--- config.mk ---
export PLATFORM = sky130hd
export DESIGN_NAME = archer_projectile_ctrl_flat
export DESIGN_NICKNAME = d
export VERILOG_FILES = /design/src/rtl/archer_projectile_ctrl_pkg.sv /design/src/rtl/archer_projectile_ctrl_if.sv /design/src/rtl/archer_projectile_ctrl_proj_slot_alloc.sv /design/src/rtl/archer_projectile_ctrl.sv /design/src/flat_wrapper.sv
export SDC_FILE = /design/constraint.sdc
export NUM_CORES = 1
export LEC_CHECK = 0
export BUFFER_PORTS_ARGS = -buffer_cell sky130_fd_sc_hd__buf_4
export CAP_MARGIN = 20
export CELL_PAD_IN_SITES_DETAIL_PLACEMENT = 0
export CELL_PAD_IN_SITES_GLOBAL_PLACEMENT = 1
export CORE_ASPECT_RATIO = 0.7
export CORE_UTILIZATION = 47
export DETAILED_ROUTE_END_ITERATION = 7
export PLACE_DENSITY = 0.91
export SETUP_SLACK_MARGIN = 0.05
export SYNTH_ARGS = -nofsm -noshare
export SYNTH_HDL_FRONTEND = slang
export SYNTH_SLANG_ARGS = --single-unit
--- constraint.sdc ---
create_clock -name clk -period 7.05 [get_ports clk]
set_clock_uncertainty 0.2 [all_clocks]
set_input_delay 0.705 -clock clk [delete_from_list [all_inputs] [get_ports clk]]
set_output_delay 0.705 -clock clk [all_outputs]
set_load 0.01 [all_outputs]
--- src/rtl/archer_projectile_ctrl_pkg.sv ---
// Shared constants and types for the archer projectile controller.
// Slot count, motion speed, spawn cooldown, screen width and FSM state encoding.
package archer_projectile_ctrl_pkg;

  localparam int PROJECTILE_COUNT = 4;
  localparam int HOR_PIXELS       = 640;
  localparam int PROJ_SPEED       = 4;
  localparam int PROJ_COOLDOWN    = 15;
  localparam int COORD_W          = 12;
  localparam logic [1:0] CLASS_ARCHER = 2'd2;

  typedef enum logic [1:0] {
    IDLE  = 2'd0,
    MOVE  = 2'd1,
    SPAWN = 2'd2
  } proj_state_t;

  function automatic int idx_w(input int n);
    return (n > 1) ? $clog2(n) : 1;
  endfunction

endpackage

--- src/rtl/archer_projectile_ctrl_if.sv ---
// Player/collision inputs and per-slot projectile outputs of the projectile controller.
// master = the controller, slave = the surrounding game logic and draw stage.
interface archer_projectile_ctrl_if #(
  parameter int N = archer_projectile_ctrl_pkg::PROJECTILE_COUNT
);

  logic          frame_tick;
  logic          fire_btn;
  logic [11:0]   char_x;
  logic [11:0]   char_y;
  logic          flip_hor_archer;
  logic [1:0]    game_active;
  logic [1:0]    char_class;
  logic          alive;
  logic [N-1:0]  hit_clear;

  logic [N*12-1:0] pos_x_proj;
  logic [N*12-1:0] pos_y_proj;
  logic [N-1:0]    projectile_animated;
  logic [N-1:0]    proj_dir;
  logic            fire_ack;

  modport master (
    input  frame_tick, fire_btn, char_x, char_y, flip_hor_archer,
           game_active, char_class, alive, hit_clear,
    output pos_x_proj, pos_y_proj, projectile_animated, proj_dir, fire_ack
  );

  modport slave (
    output frame_tick, fire_btn, char_x, char_y, flip_hor_archer,
           game_active, char_class, alive, hit_clear,
    input  pos_x_proj, pos_y_proj, projectile_animated, proj_dir, fire_ack
  );

endinterface

--- src/rtl/archer_projectile_ctrl_proj_slot_alloc.sv ---
// Lowest-index free slot finder over an occupancy vector.
// Purely combinational; found_o low when every slot is occupied.
module proj_slot_alloc import archer_projectile_ctrl_pkg::*; #(
  parameter int N  = PROJECTILE_COUNT,
  parameter int IW = idx_w(N)
) (
  input  logic [N-1:0]  occ_i,
  output logic          found_o,
  output logic [IW-1:0] idx_o
);

  // Scan from the top so the lowest free index is the last one written.
  always_comb begin
    found_o = 1'b0;
    idx_o   = '0;
    for (int i = N - 1; i >= 0; i--) begin
      if (!occ_i[i]) begin
        found_o = 1'b1;
        idx_o   = IW'(i);
      end
    end
  end

endmodule

--- src/rtl/archer_projectile_ctrl.sv ---
// Spawns archer projectiles on fire edges and steps them horizontally once per frame.
// Frame sequence IDLE -> MOVE -> SPAWN; all outputs registered, reset to zero.
module archer_projectile_ctrl #(
  parameter int PROJECTILE_COUNT = archer_projectile_ctrl_pkg::PROJECTILE_COUNT,
  parameter int PROJ_SPEED       = archer_projectile_ctrl_pkg::PROJ_SPEED,
  parameter int FIRE_COOLDOWN    = archer_projectile_ctrl_pkg::PROJ_COOLDOWN,
  parameter int X_MIN            = 0,
  parameter int X_MAX            = archer_projectile_ctrl_pkg::HOR_PIXELS - 1
) (
  input  logic                     clk,
  input  logic                     rst_n,
  archer_projectile_ctrl_if.master bus
);

  import archer_projectile_ctrl_pkg::*;

  localparam int N  = PROJECTILE_COUNT;
  localparam int IW = idx_w(N);
  localparam int CW = $clog2(FIRE_COOLDOWN + 1);
  localparam logic signed [12:0] SPD  = 13'(PROJ_SPEED);
  localparam logic signed [12:0] XLO  = 13'(X_MIN);
  localparam logic signed [12:0] XHI  = 13'(X_MAX);

  proj_state_t      state_q, state_d;
  logic [N-1:0]     act_q, act_d;
  logic [N-1:0]     dir_q, dir_d;
  logic [11:0]      x_q [N];
  logic [11:0]      x_d [N];
  logic [11:0]      y_q [N];
  logic [11:0]      y_d [N];
  logic [CW-1:0]    cd_q, cd_d;
  logic             pend_q, pend_d;
  logic             btn_q;
  logic             ack_q, ack_d;

  logic             enable;
  logic             fire_rise;
  logic [N-1:0]     occ;
  logic             free_found;
  logic [IW-1:0]    free_idx;
  logic signed [12:0] xn [N];
  logic [N*12-1:0]  px, py;

  assign enable    = (bus.game_active != 2'd0) && (bus.char_class == CLASS_ARCHER) && bus.alive;
  assign fire_rise = bus.fire_btn && !btn_q;
  // Collision clears beat both motion and the free-slot search in the same cycle.
  assign occ       = act_q & ~bus.hit_clear;

  proj_slot_alloc #(.N(N), .IW(IW)) u_alloc (
    .occ_i   (occ),
    .found_o (free_found),
    .idx_o   (free_idx)
  );

  always_comb begin
    for (int i = 0; i < N; i++) begin
      xn[i] = $signed({1'b0, x_q[i]}) + (dir_q[i] ? -SPD : SPD);
    end
  end

  always_comb begin
    state_d = state_q;
    act_d   = occ;
    dir_d   = dir_q;
    x_d     = x_q;
    y_d     = y_q;
    cd_d    = cd_q;
    ack_d   = 1'b0;
    pend_d  = pend_q | fire_rise;
    if (!enable) begin
      state_d = IDLE;
      act_d   = '0;
      cd_d    = '0;
      pend_d  = 1'b0;
    end else begin
      case (state_q)
        IDLE: if (bus.frame_tick) state_d = MOVE;
        MOVE: begin
          state_d = SPAWN;
          for (int i = 0; i < N; i++) begin
            if (occ[i]) begin
              if (xn[i] < XLO || xn[i] > XHI) act_d[i] = 1'b0;
              else                            x_d[i]   = xn[i][11:0];
            end
          end
          if (cd_q != '0) cd_d = cd_q - CW'(1);
        end
        SPAWN: begin
          state_d = IDLE;
          // A press landing on this very cycle survives into the next frame.
          pend_d  = fire_rise;
          if (pend_q && cd_q == '0 && free_found) begin
            act_d[free_idx] = 1'b1;
            x_d[free_idx]   = bus.char_x;
            y_d[free_idx]   = bus.char_y;
            dir_d[free_idx] = bus.flip_hor_archer;
            cd_d            = CW'(FIRE_COOLDOWN);
            ack_d           = 1'b1;
          end
        end
        default: state_d = IDLE;
      endcase
    end
  end

  always_ff @(posedge clk or negedge rst_n) begin
    if (!rst_n) begin
      state_q <= IDLE;
      act_q   <= '0;
      dir_q   <= '0;
      cd_q    <= '0;
      pend_q  <= 1'b0;
      btn_q   <= 1'b0;
      ack_q   <= 1'b0;
      for (int i = 0; i < N; i++) begin
        x_q[i] <= '0;
        y_q[i] <= '0;
      end
    end else begin
      state_q <= state_d;
      act_q   <= act_d;
      dir_q   <= dir_d;
      cd_q    <= cd_d;
      pend_q  <= pend_d;
      btn_q   <= bus.fire_btn;
      ack_q   <= ack_d;
      x_q     <= x_d;
      y_q     <= y_d;
    end
  end

  always_comb begin
    px = '0;
    py = '0;
    for (int i = 0; i < N; i++) begin
      px[i*12 +: 12] = x_q[i];
      py[i*12 +: 12] = y_q[i];
    end
  end

  assign bus.pos_x_proj          = px;
  assign bus.pos_y_proj          = py;
  assign bus.projectile_animated = act_q;
  assign bus.proj_dir            = dir_q;
  assign bus.fire_ack            = ack_q;

endmodule

--- src/flat_wrapper.sv ---
// flat-port wrapper written by rule: the top's interface ports become plain ports
module archer_projectile_ctrl_flat import archer_projectile_ctrl_pkg::*;
#(
  parameter int PROJECTILE_COUNT = archer_projectile_ctrl_pkg::PROJECTILE_COUNT,
  parameter int PROJ_SPEED       = archer_projectile_ctrl_pkg::PROJ_SPEED,
  parameter int FIRE_COOLDOWN    = archer_projectile_ctrl_pkg::PROJ_COOLDOWN,
  parameter int X_MIN            = 0,
  parameter int X_MAX            = archer_projectile_ctrl_pkg::HOR_PIXELS - 1
)
  (clk, rst_n, bus_frame_tick, bus_fire_btn, bus_char_x, bus_char_y, bus_flip_hor_archer, bus_game_active, bus_char_class, bus_alive, bus_hit_clear, bus_pos_x_proj, bus_pos_y_proj, bus_projectile_animated, bus_proj_dir, bus_fire_ack);
  archer_projectile_ctrl_if #(.N((PROJECTILE_COUNT))) bus_i ();
  input  logic clk;
  input  logic rst_n;
  input wire logic [$bits(bus_i.frame_tick)-1:0] bus_frame_tick;
  input wire logic [$bits(bus_i.fire_btn)-1:0] bus_fire_btn;
  input wire logic [$bits(bus_i.char_x)-1:0] bus_char_x;
  input wire logic [$bits(bus_i.char_y)-1:0] bus_char_y;
  input wire logic [$bits(bus_i.flip_hor_archer)-1:0] bus_flip_hor_archer;
  input wire logic [$bits(bus_i.game_active)-1:0] bus_game_active;
  input wire logic [$bits(bus_i.char_class)-1:0] bus_char_class;
  input wire logic [$bits(bus_i.alive)-1:0] bus_alive;
  input wire logic [$bits(bus_i.hit_clear)-1:0] bus_hit_clear;
  output wire logic [$bits(bus_i.pos_x_proj)-1:0] bus_pos_x_proj;
  output wire logic [$bits(bus_i.pos_y_proj)-1:0] bus_pos_y_proj;
  output wire logic [$bits(bus_i.projectile_animated)-1:0] bus_projectile_animated;
  output wire logic [$bits(bus_i.proj_dir)-1:0] bus_proj_dir;
  output wire logic [$bits(bus_i.fire_ack)-1:0] bus_fire_ack;
  assign bus_i.frame_tick = bus_frame_tick;
  assign bus_i.fire_btn = bus_fire_btn;
  assign bus_i.char_x = bus_char_x;
  assign bus_i.char_y = bus_char_y;
  assign bus_i.flip_hor_archer = bus_flip_hor_archer;
  assign bus_i.game_active = bus_game_active;
  assign bus_i.char_class = bus_char_class;
  assign bus_i.alive = bus_alive;
  assign bus_i.hit_clear = bus_hit_clear;
  assign bus_pos_x_proj = bus_i.pos_x_proj;
  assign bus_pos_y_proj = bus_i.pos_y_proj;
  assign bus_projectile_animated = bus_i.projectile_animated;
  assign bus_proj_dir = bus_i.proj_dir;
  assign bus_fire_ack = bus_i.fire_ack;
  archer_projectile_ctrl #(.PROJECTILE_COUNT(PROJECTILE_COUNT), .PROJ_SPEED(PROJ_SPEED), .FIRE_COOLDOWN(FIRE_COOLDOWN), .X_MIN(X_MIN), .X_MAX(X_MAX)) u_core (.clk(clk), .rst_n(rst_n), .bus(bus_i));
endmodule
# After elaboration in Yosys (flattened, before gate mapping)
# Cells that the tools add are included.
[op_classes] addsub=5 mux=52 eq_ne=16 magnitude_cmp=12 bitwise=5 reduce_logical=23
[ops] cell="12-bit 2-to-1 mux" n=9
[ops] cell="48-bit bitwise mux" n=2
[ops] cell="48-bit case mux with 2 select lines" n=1
[ops] cell="13-bit adder" n=4
[ops] cell="13-bit by 11-bit greater-than comparator with 1-bit output, second input constant" n=4
[ops] cell="13-bit by 1-bit < comparator with 1-bit output, second input constant" n=4
[ops] cell="13-bit 2-to-1 mux" n=4
[ops] cell="48-bit 2-to-1 mux" n=1
[ops] cell="12-bit demux with 2-bit select" n=1
[ops] cell="4-bit 2-to-1 mux" n=5
[ops] cell="5-bit AND reduction" n=4
[ops] cell="1-bit 2-to-1 mux" n=18
[ops] cell="2-bit != test, second input constant" n=8
[ops] cell="4-bit case mux with 2 select lines" n=2
[ops] cell="2-bit 2-to-1 mux" n=6
[ops] cell="3-bit != test, second input constant" n=4
[ops] cell="1-bit logical AND" n=7
[ops] cell="3-bit AND reduction" n=2
[ops] cell="4-bit AND" n=1
[ops] cell="4-bit bitwise mux" n=1
[ops] cell="2-bit == test, second input constant" n=2
[ops] cell="4-bit zero test" n=1
[ops] cell="1-bit logical OR" n=4
[ops] cell="4-bit NOT" n=1
[ops] cell="other kinds (16)" n=17
[word_totals] regBits=113 out_inout_bits=105 input_bits=38

# Longest topological paths before layout
# Gate-level depths: netlist of run 1.
[depth] depth_word=14 ltp_mapped=11 ltp_nobuf=10

# Cells and area by module
# From an unflattened synthesis of run 1, not the netlist that was laid out.
[hier_totals] cells_unflattened=753 hier_area_um2=7424.6
[modules_own_cells] module="archer_projectile_ctrl" area_per_inst_um2=7395.8 n_inst=1 seq_area_each_um2=2827.7 cells_per_inst=748
[modules_own_cells] module="proj_slot_alloc" area_per_inst_um2=28.8 n_inst=1 seq_area_each_um2=0.0 cells_per_inst=5

# Worst setup path after synthesis of run 1
# OpenSTA, ideal clock, no wires.
[synth_path] path_kind="reg2reg" from="register u_core.dir_q[3] (netlist: u_core.bus.proj_dir[3])" to="register u_core.x_q, in the netlist u_core.bus.pos_x_proj[38]" required_time_ns=6.725 t_arrival_ns=2.897 path_stages_with_launch=11 synth_period_minus_slack_ns=3.222 path_buffers=1 slack_ns=3.828 cell_sequence="dfrtp_1 > ha_1 > o21ai_0 > o21a_1 > or3_1 > a211oi_1 > o2111ai_1 > o21ai_0 > and3_1 > buf_4 > mux2_2"
[synth_between] elab_chain_cells=6
[synth_rtl] item="from (decl)" line_no="archer_projectile_ctrl.sv:26" text="logic [N-1:0] dir_q, dir_d;"
[synth_rtl] item="from (signal assigned)" line_no="archer_projectile_ctrl.sv:122" text="dir_q <= dir_d;"
[synth_rtl] item="13-bit 2-to-1 mux *" line_no="archer_projectile_ctrl.sv:57" text="xn[i] = $signed({1'b0, x_q[i]}) + (dir_q[i] ? -SPD : SPD);"
[synth_rtl] item="13-bit adder *" line_no="archer_projectile_ctrl.sv:57"
[synth_rtl] item="13-bit by 1-bit < comparator with 1-bit output / 13-bit by 11-bit greater-than comparator with 1-bit output (equally long branches)" line_no="archer_projectile_ctrl.sv:82" text="if (xn[i] < XLO || xn[i] > XHI) act_d[i] = 1'b0;"
[synth_rtl] item="1-bit logical OR *" line_no="archer_projectile_ctrl.sv:82"
[synth_rtl] item="2-bit != test (no source line) *"
[synth_rtl] item="5-bit AND reduction (no source line) *"
[synth_rtl] item="to (signal, indexed assignment)" line_no="archer_projectile_ctrl.sv:116" text="x_q[i] <= '0;"
[synth_rtl] item="to (signal assigned)" line_no="archer_projectile_ctrl.sv:127" text="x_q <= x_d;"
[synth_rtl] item="to (decl)" line_no="archer_projectile_ctrl.sv:27" text="logic [11:0] x_q [N];"
# Mark *: on every way between the ends. The rest lies on a longest branch, timed or not.
# A chain may end at the register's enable or synchronous reset.

# Worst setup path in the final report of run 1
[layout_path] from="register u_core.dir_q[3] (netlist: u_core.bus.proj_dir[3])" to="register u_core.x_q, in the netlist u_core.bus.pos_x_proj[43]"
[layout_between] elab_chain_cells=6
[layout_rtl] item="13-bit 2-to-1 mux *" line_no="archer_projectile_ctrl.sv:57"
[layout_rtl] item="13-bit adder *" line_no="archer_projectile_ctrl.sv:57"
[layout_rtl] item="13-bit by 1-bit < comparator with 1-bit output / 13-bit by 11-bit greater-than comparator with 1-bit output (equally long branches)" line_no="archer_projectile_ctrl.sv:82"
[layout_rtl] item="1-bit logical OR" line_no="archer_projectile_ctrl.sv:82"
[layout_rtl] item="2-bit != test (no source line)"
[layout_rtl] item="5-bit AND reduction (no source line)"
# Mark *: on every way between the ends. The rest lies on a longest branch, timed or not. The select of a mux whose other input is x is not followed.

==> results.json, run 1 <==
{
  "place_area_um2": 8460,
  "reg2reg_from": "u_core.bus.proj_dir[3]",
  "crit_path_start_kind": "flip-flop",
  "crit_type": "flip-flop to flip-flop",
  "grt_use_met1": 0.394,
  "grt_pass1_vias": 6394,
  "max_freq_mhz": 263,
  "cp-endpoint": "u_core.bus.pos_x_proj[43]",
  "cp-end-kind": "flip-flop",
  "final_util": 0.613,
  "dp_hpwl_um": 15900,
  "grt_max_degree": 61,
  "h-tree-depth": 4,
  "leakagePower_nw": 4.56,
  "fill_cells": 1208,
  "worst-path-buf-inv": 0,
  "gp_congestion": 0.949,
  "yosysTopAreaCellShare": 0.390,
  "cpMostUsedCell": "o21ai_0",
  "diodes": 0,
  "vias": 6374,
  "timing.hold.ws_ps": 144,
  "max_slew_margin": 0.386,
  "synth_area_leaders": "dfrtp_1, mux2_2, ha_1, a21oi_1, o21ai_0",
  "worstPathCellList": "ha_1 > o21ai_0 > o21a_1 > or3_1 > a211oi_1 > o2111ai_1 > o21ai_0 > and3_1 > mux2_2",
  "cts-root-buf": "clkbuf_16",
  "dr.pass1.iters": 5,
  "finalNetCount": 926,
  "fin_area_um2": 9110,
  "drive_gt1_frac": 0.335,
  "syn_nets": 786,
  "cp-startpoint": "u_core.bus.proj_dir[3]",
  "synthCells": 697,
  "status": "finished, final reports clean",
  "synth-async-reset-ratio": 1.00,
  "synth.avg_cell_area_um2": 10.4,
  "numCtsBuffers": 17,
  "crit_slowest_cell": "dfrtp_1",
  "synth_edf_count": 0,
  "core_region_area_um2": 14900,
  "grt_use_met3": 0.0502,
  "die_area_um2": 15900,
  "drtIter0Drc": 368,
  "timing.final.crit_share": 0.540,
  "cts_tree": "built",
  "row_count": 37,
  "critPathRequiredTime_ps": 7140,
  "yosysSeqAreaShare": 0.390,
  "power.density_nw_per_um2": 185,
  "dp.cells": 1012,
  "crit_fanout": 16,
  "cp_top_family": "compound AO/OA/AOI/OAI gates",
  "port_buffers": 142,
  "fin_tns_setup_ps": 0,
  "ir_worst_vdd_mv": 0.176,
  "yosysTopAreaCell": "dfrtp_1",
  "die_h_um": 106,
  "syn_area_um2": 7240,
  "ios": 143,
  "grt_overflow": 0,
  "ys.flop_type": "dfrtp_1",
  "grtUsageTotal": 0.280,
  "die_w_um": 150,
  "wl_per_cell_um": 20.6,
  "routed_wl_um": 21500,
  "ctsHoldBuffers": 0,
  "rsz0062_at_grt": "no",
  "yosys_warnings": 0,
  "ys_seq_elements": 113,
  "hold_violations": 0,
  "ff2ff_path_depth": 9,
  "clock_sinks": 113,
  "postCtsSetupRepairBufs": 0,
  "cts.clk_slew.worst_paths_ps": 60,
  "grt_pass1_wl_um": 34200,
  "hold_class": "input pin to async pin",
  "final_cells": 1045,
  "ys_top_cells_by_count": "dfrtp_1, mux2_2, ha_1",
  "yosysMostFrequentCell": "dfrtp_1",
  "drc_errors": 0,
  "start_util": 0.487,
  "cp.arrival_ps": 3900,
  "antenna_found_initial": 0,
  "ant_nets": 0,
  "rrSetupSlack_ps": 3250,
  "fin_crit_ps": 3800,
  "use_met2": 0.434,
  "drv_cap": 0,
  "r2r-end": "u_core.bus.pos_x_proj[43]",
  "vias_per_cell": 6.10,
  "grt.busiest_layer": "met2",
  "setup_viol": 0,
  "worst_pin_slew_ps": 920,
  "slowest_delay_ps": 610,
  "netlist-cell-type-count": 74,
  "finalMaxSlewViolations": 0,
  "cts_buffer_depth": 2,
  "cts_resized": 0,
  "synthToLayoutAreaGrowth_pct": 25.8,
  "clk_latency_ps": 410,
  "path_depth": 9
}
-- cell type report --
| type | instances | area [um^2] | area share |
|---|---|---|---|
| clock buffers | 18 | 439 | 0.0482 |
| clock inverters | 14 | 203 | 0.0222 |
| inverters | 31 | 116 | 0.0128 |
| multi-input cells | 529 | 4190 | 0.460 |
| flip-flops and latches | 113 | 2830 | 0.310 |
| well taps | 195 | 244 | 0.0268 |
| repair buffers | 145 | 1090 | 0.119 |
-- logic make-up after synthesis --
logic type / synth area share
buffers and inverters: 0.0306
AOI/OAI and AO/OA: 0.187
adders and majority gates: 0.0923
DFF: 0.390
xor gates and xnor gates: 0.0278
muxes: 0.153
and+or+nand+nor: 0.119
-- registers in the layout, indices dropped and copies added (netlist names) --
signal                          flops
u_core.btn_q                        1
u_core.bus.fire_ack                 1
u_core.bus.pos_x_proj              48
u_core.bus.pos_y_proj              48
u_core.bus.proj_dir                 4
u_core.bus.projectile_animated      4
u_core.cd_q                         4
u_core.pend_q                       1
u_core.state_q                      2
-- stage by stage --
stage | power (mW) | setup slack, ps
floorplan | 0.703 | 3830
global placement | 0.751 | 3440
detailed placement | 0.756 | 3290
CTS | 1.69 | 3260
global route | 1.73 | 2890
finish | 1.68 | 3250
-- cells in the final DEF (no fill, tap or decap), types with 5 or more instances in the layout --
cell,count
buf_4,145
dfrtp_1,113
mux2_2,79
ha_1,47
a21oi_1,41
nor2_1,35
nand2_1,35
o21ai_0,34
inv_1,31
clkbuf_16,17
nor3_1,15
nand3_1,15
o22ai_1,15
xor2_1,13
a21o_1,11
nand2b_1,10
xnor2_1,10
a211oi_1,10
o2bb2ai_1,10
and3_1,9
nand4_1,9
mux2_4,9
a31oi_1,8
nor2b_1,7
nor3b_1,6
o41ai_1,6
mux2i_1,6
o211ai_1,6
or2_2,5
-- where the power goes --
group | internal (mW) | switching (mW)
Clock | 0.606 | 0.333
Sequential | 0.654 | 0.0121
Combinational | 0.0345 | 0.0430
-- worst reg2reg max path, cell delays in order (launching register included) --
cell       delay (ps)
dfrtp_1           610
ha_1              500
o21ai_0           130
o21a_1            230
or3_1             370
a211oi_1          310
o2111ai_1         190
o21ai_0           240
and3_1            510
mux2_2            400
-- metal layers --
| metal | vias up | wire length (um) |
|---|---|---|
| met5 | - | 0 |
| met2 | 248 | 9850 |
| li1 | 2923 | - |
| met3 | 33 | 1530 |
| met4 | 0 | 421 |
| met1 | 3170 | 9690 |
-- worst min path at each step --
stage | start | depth (start not counted) | to | slack [ps]
detailed placement | u_core.cd_q[0] | 1 | u_core.cd_q[0] | 290
global placement | u_core.cd_q[0] | 1 | u_core.cd_q[0] | 270
global route | rst_n | 1 | u_core.bus.pos_y_proj[14] | 200
finish | rst_n | 1 | u_core.bus.pos_y_proj[14] | 140
floorplan | rst_n | 0 | u_core.btn_q | 210
CTS | rst_n | 1 | u_core.bus.pos_x_proj[28] | 170
Note: power is estimated with default switching activity, not from simulation.
==> run 2, diff against run 1 <==
--- a/config.mk
+++ b/config.mk
@@ -5,14 +5,15 @@
 export SDC_FILE = /design/constraint.sdc
 export NUM_CORES = 1
 export LEC_CHECK = 0
+export ABC_AREA = 1
 export BUFFER_PORTS_ARGS = -buffer_cell sky130_fd_sc_hd__buf_4
 export CAP_MARGIN = 20
 export CELL_PAD_IN_SITES_DETAIL_PLACEMENT = 0
 export CELL_PAD_IN_SITES_GLOBAL_PLACEMENT = 1
 export CORE_ASPECT_RATIO = 0.7
-export CORE_UTILIZATION = 47
+export CORE_UTILIZATION = 37
 export DETAILED_ROUTE_END_ITERATION = 7
-export PLACE_DENSITY = 0.91
+export PLACE_DENSITY = 0.81
 export SETUP_SLACK_MARGIN = 0.05
 export SYNTH_ARGS = -nofsm -noshare
 export SYNTH_HDL_FRONTEND = slang
==> constraint.sdc (replaced) <==
create_clock -name clk -period 3.2 [get_ports clk]
set_clock_uncertainty 0.2 [all_clocks]
set_input_delay 0.32 -clock clk [delete_from_list [all_inputs] [get_ports clk]]
set_output_delay 0.32 -clock clk [all_outputs]
set_load 0.01 [all_outputs]
==> results.json, run 2 <==
{
  "yosysTopAreaCell": "dfrtp_1",
  "antenna_found_initial": 0,
  "dp_hpwl_um": 18000,
  "gp_congestion": 0.880,
  "final_common_cell": "nand2_1",
  "hold_violations": 0,
  "timing.final.crit_share": 0.920,
  "cp-end-kind": "flip-flop",
  "ios": 143,
  "drv_cap": 0,
  "crit_path_start_kind": "flip-flop",
  "max_freq_mhz": 340,
  "synth_area_leaders": "dfrtp_1, nand2_1, ha_1, nand3_1, inv_1",
  "numCtsBuffers": 17,
  "drtIter0Drc": 541,
  "cts_tree": "built",
  "fin_crit_ps": 2940,
  "synth.avg_cell_area_um2": 7.31,
  "cp.arrival_ps": 3050,
  "routed_wl_um": 23800,
  "ys_top_cells_by_count": "nand2_1, inv_1, dfrtp_1",
  "ys.flop_type": "dfrtp_1",
  "ant_nets": 0,
  "synthToLayoutAreaGrowth_pct": 26.6,
  "h-tree-depth": 4,
  "power.density_nw_per_um2": 611,
  "hold_class": "input pin to flip-flop",
  "finalNetCount": 1330,
  "yosysSeqAreaShare": 0.359,
  "cts_buffer_depth": 2,
  "yosysTopAreaCellShare": 0.359,
  "seq_area_um2": 2830,
  "finalMaxSlewViolations": 0,
  "yosysMostFrequentCell": "nand2_1",
  "ir_worst_vdd_mv": 0.324,
  "worst-path-buf-inv": 1,
  "status": "finished, final reports clean",
  "row_count": 44,
  "wl_per_cell_um": 15.6,
  "crit_slowest_cell": "dfrtp_1",
  "clk_latency_ps": 420,
  "setup_viol": 0,
  "slowest_delay_ps": 580,
  "grt_overflow": 0,
  "crit_fanout": 14,
  "rsz0062_at_grt": "no",
  "core_region_area_um2": 20800,
  "critPathRequiredTime_ps": 3310,
  "ys_seq_elements": 113,
  "syn_nets": 1166,
  "leakagePower_nw": 5.56,
  "die_h_um": 124,
  "worstPathCellList": "ha_1 > nand2_2 > nor2_1 > nand3_1 > nand3_1 > nand2_1 > nand2_1 > inv_1 > nor2_2 > nand2_1 > nand2_2 > nand3_4 > nand2_1 > nand2_1",
  "grt_max_degree": 52,
  "drive_gt1_frac": 0.205,
  "mostFrequentLayoutCells": "nand2_1, buf_4, inv_1",
  "start_util": 0.378,
  "dr.pass1.iters": 5,
  "synth-async-reset-ratio": 1.00,
  "grt_pass1_vias": 7083,
  "dp.cells": 1479,
  "netlist-cell-type-count": 47,
  "multi_input_area_um2": 4390,
  "synthCells": 1077,
  "grtUsageTotal": 0.224,
  "yosys_warnings": 0,
  "final_cells": 1530,
  "fill_cells": 2108,
  "fin_tns_setup_ps": 0,
  "cp_top_family": "simple AND/OR/NAND/NOR gates",
  "max_slew_margin": 0.549,
  "die_w_um": 176,
  "vias_per_cell": 5.01,
  "vias": 7661,
  "drc_errors": 0,
  "cts.clk_slew.worst_paths_ps": 60,
  "die_area_um2": 21900,
  "cts-root-buf": "clkbuf_16",
  "worst_pin_slew_ps": 677,
  "port_buffers": 142,
  "synth_edf_count": 0,
  "syn_area_um2": 7870,
  "cpMostUsedCell": "nand2_1",
  "grt_pass1_wl_um": 37700,
  "diodes": 0,
  "clock_sinks": 113,
  "crit_type": "flip-flop to flip-flop"
}
[run 2: cell count changes after synthesis, moves of 10 or more]
cell / change
nand2_1: +341
inv_1: +83
nand3_1: +78
mux2_2: -75
nor2_1: +38
nand4_1: +18
a21o_1: -11
nand2_2: +11
nor3_1: -11
nand2b_1: -10
o2bb2ai_1: -10
xor2_1: -10
[run 2: metal layers]
layer	routed length [um]	vias up	GRT usage	part of all wire
met5	0	-	0	0
met4	382	0	0.0647	0.016
met3	1280	28	0.0440	0.054
met2	10100	217	0.324	0.42
met1	12100	3591	0.336	0.51
li1	-	3825	-	-
[run 2: kinds of logic (layout without fill, tap and decap cells)]
logic type,count (synthesis),count (layout),synth area share
simple gates,627,627,0.360
mux,12,12,0.0210
compound gates,119,119,0.0857
fa+ha+maj,51,51,0.0849
xor+xnor,5,5,0.00556
flops,113,113,0.359
buf+inv,150,327,0.0842
[run 2: what timing repair did]
| action | in CTS | in global routing |
|---|---|---|
| setup buffers | 0 | 0 |
| hold endpoints to repair | 88 | 0 |
| hold buffers | 19 | 0 |
| setup endpoints to repair | 0 | 27 |
| gates resized for setup | 0 | 4 |
[run 2: worst register-to-register path: cells and delay by family, from the launching register on]
family	cells	cell delay (ps)
buf+inv	1	50
flops	1	580
simple gates	12	1500
fa+ha+maj	1	500
[run 2: path summary, 6_finish.rpt]
| check | start | slack (ps) | endpoint | depth (start not counted) |
|---|---|---|---|---|
| worst min-delay path | bus_frame_tick | 50 | u_core.state_q[1] | 4 |
| min in group asynchronous | rst_n | 310 | u_core.bus.pos_y_proj[17] | 2 |
| max in group asynchronous | rst_n | 1760 | u_core.bus.pos_y_proj[8] | 3 |
| worst max register to register | u_core.bus.proj_dir[2] | 260 | u_core.bus.pos_x_proj[34] | 14 |
| worst min register to register | u_core.bus.pos_y_proj[13] | 290 | u_core.bus.pos_y_proj[13] | 2 |
| worst max-delay path | u_core.bus.proj_dir[2] | 260 | u_core.bus.pos_x_proj[34] | 14 |
[run 2: stage by stage]
stage	power (mW)	hold slack, ps	util	cell area (um^2)	setup slack [ps]
finish	6.09	51.8	0.479	9970	256
global route	6.58	63.7	0.479	9970	64.7
CTS	6.12	31.4	0.479	9960	167
detailed placement	4.13	201	0.441	9170	177
global placement	4.12	201	0.441	9170	119
floorplan	3.43	-176	-	7870	814
[run 2: cell type report]
class | count | share of cell area
well taps | 276 | 0.0346
clock inverters | 15 | 0.0173
inverters | 124 | 0.0475
repair buffers | 171 | 0.134
flip-flops and latches | 113 | 0.284
multi-input cells | 814 | 0.440
clock buffers | 17 | 0.0427
[run 2: power by group]
part	internal, mW	switching, mW	leakage, nW	total [mW]
registers	1.55	0.142	1.52	1.69
logic	0.962	1.50	3.75	2.46
clock network	1.17	0.769	0.289	1.94
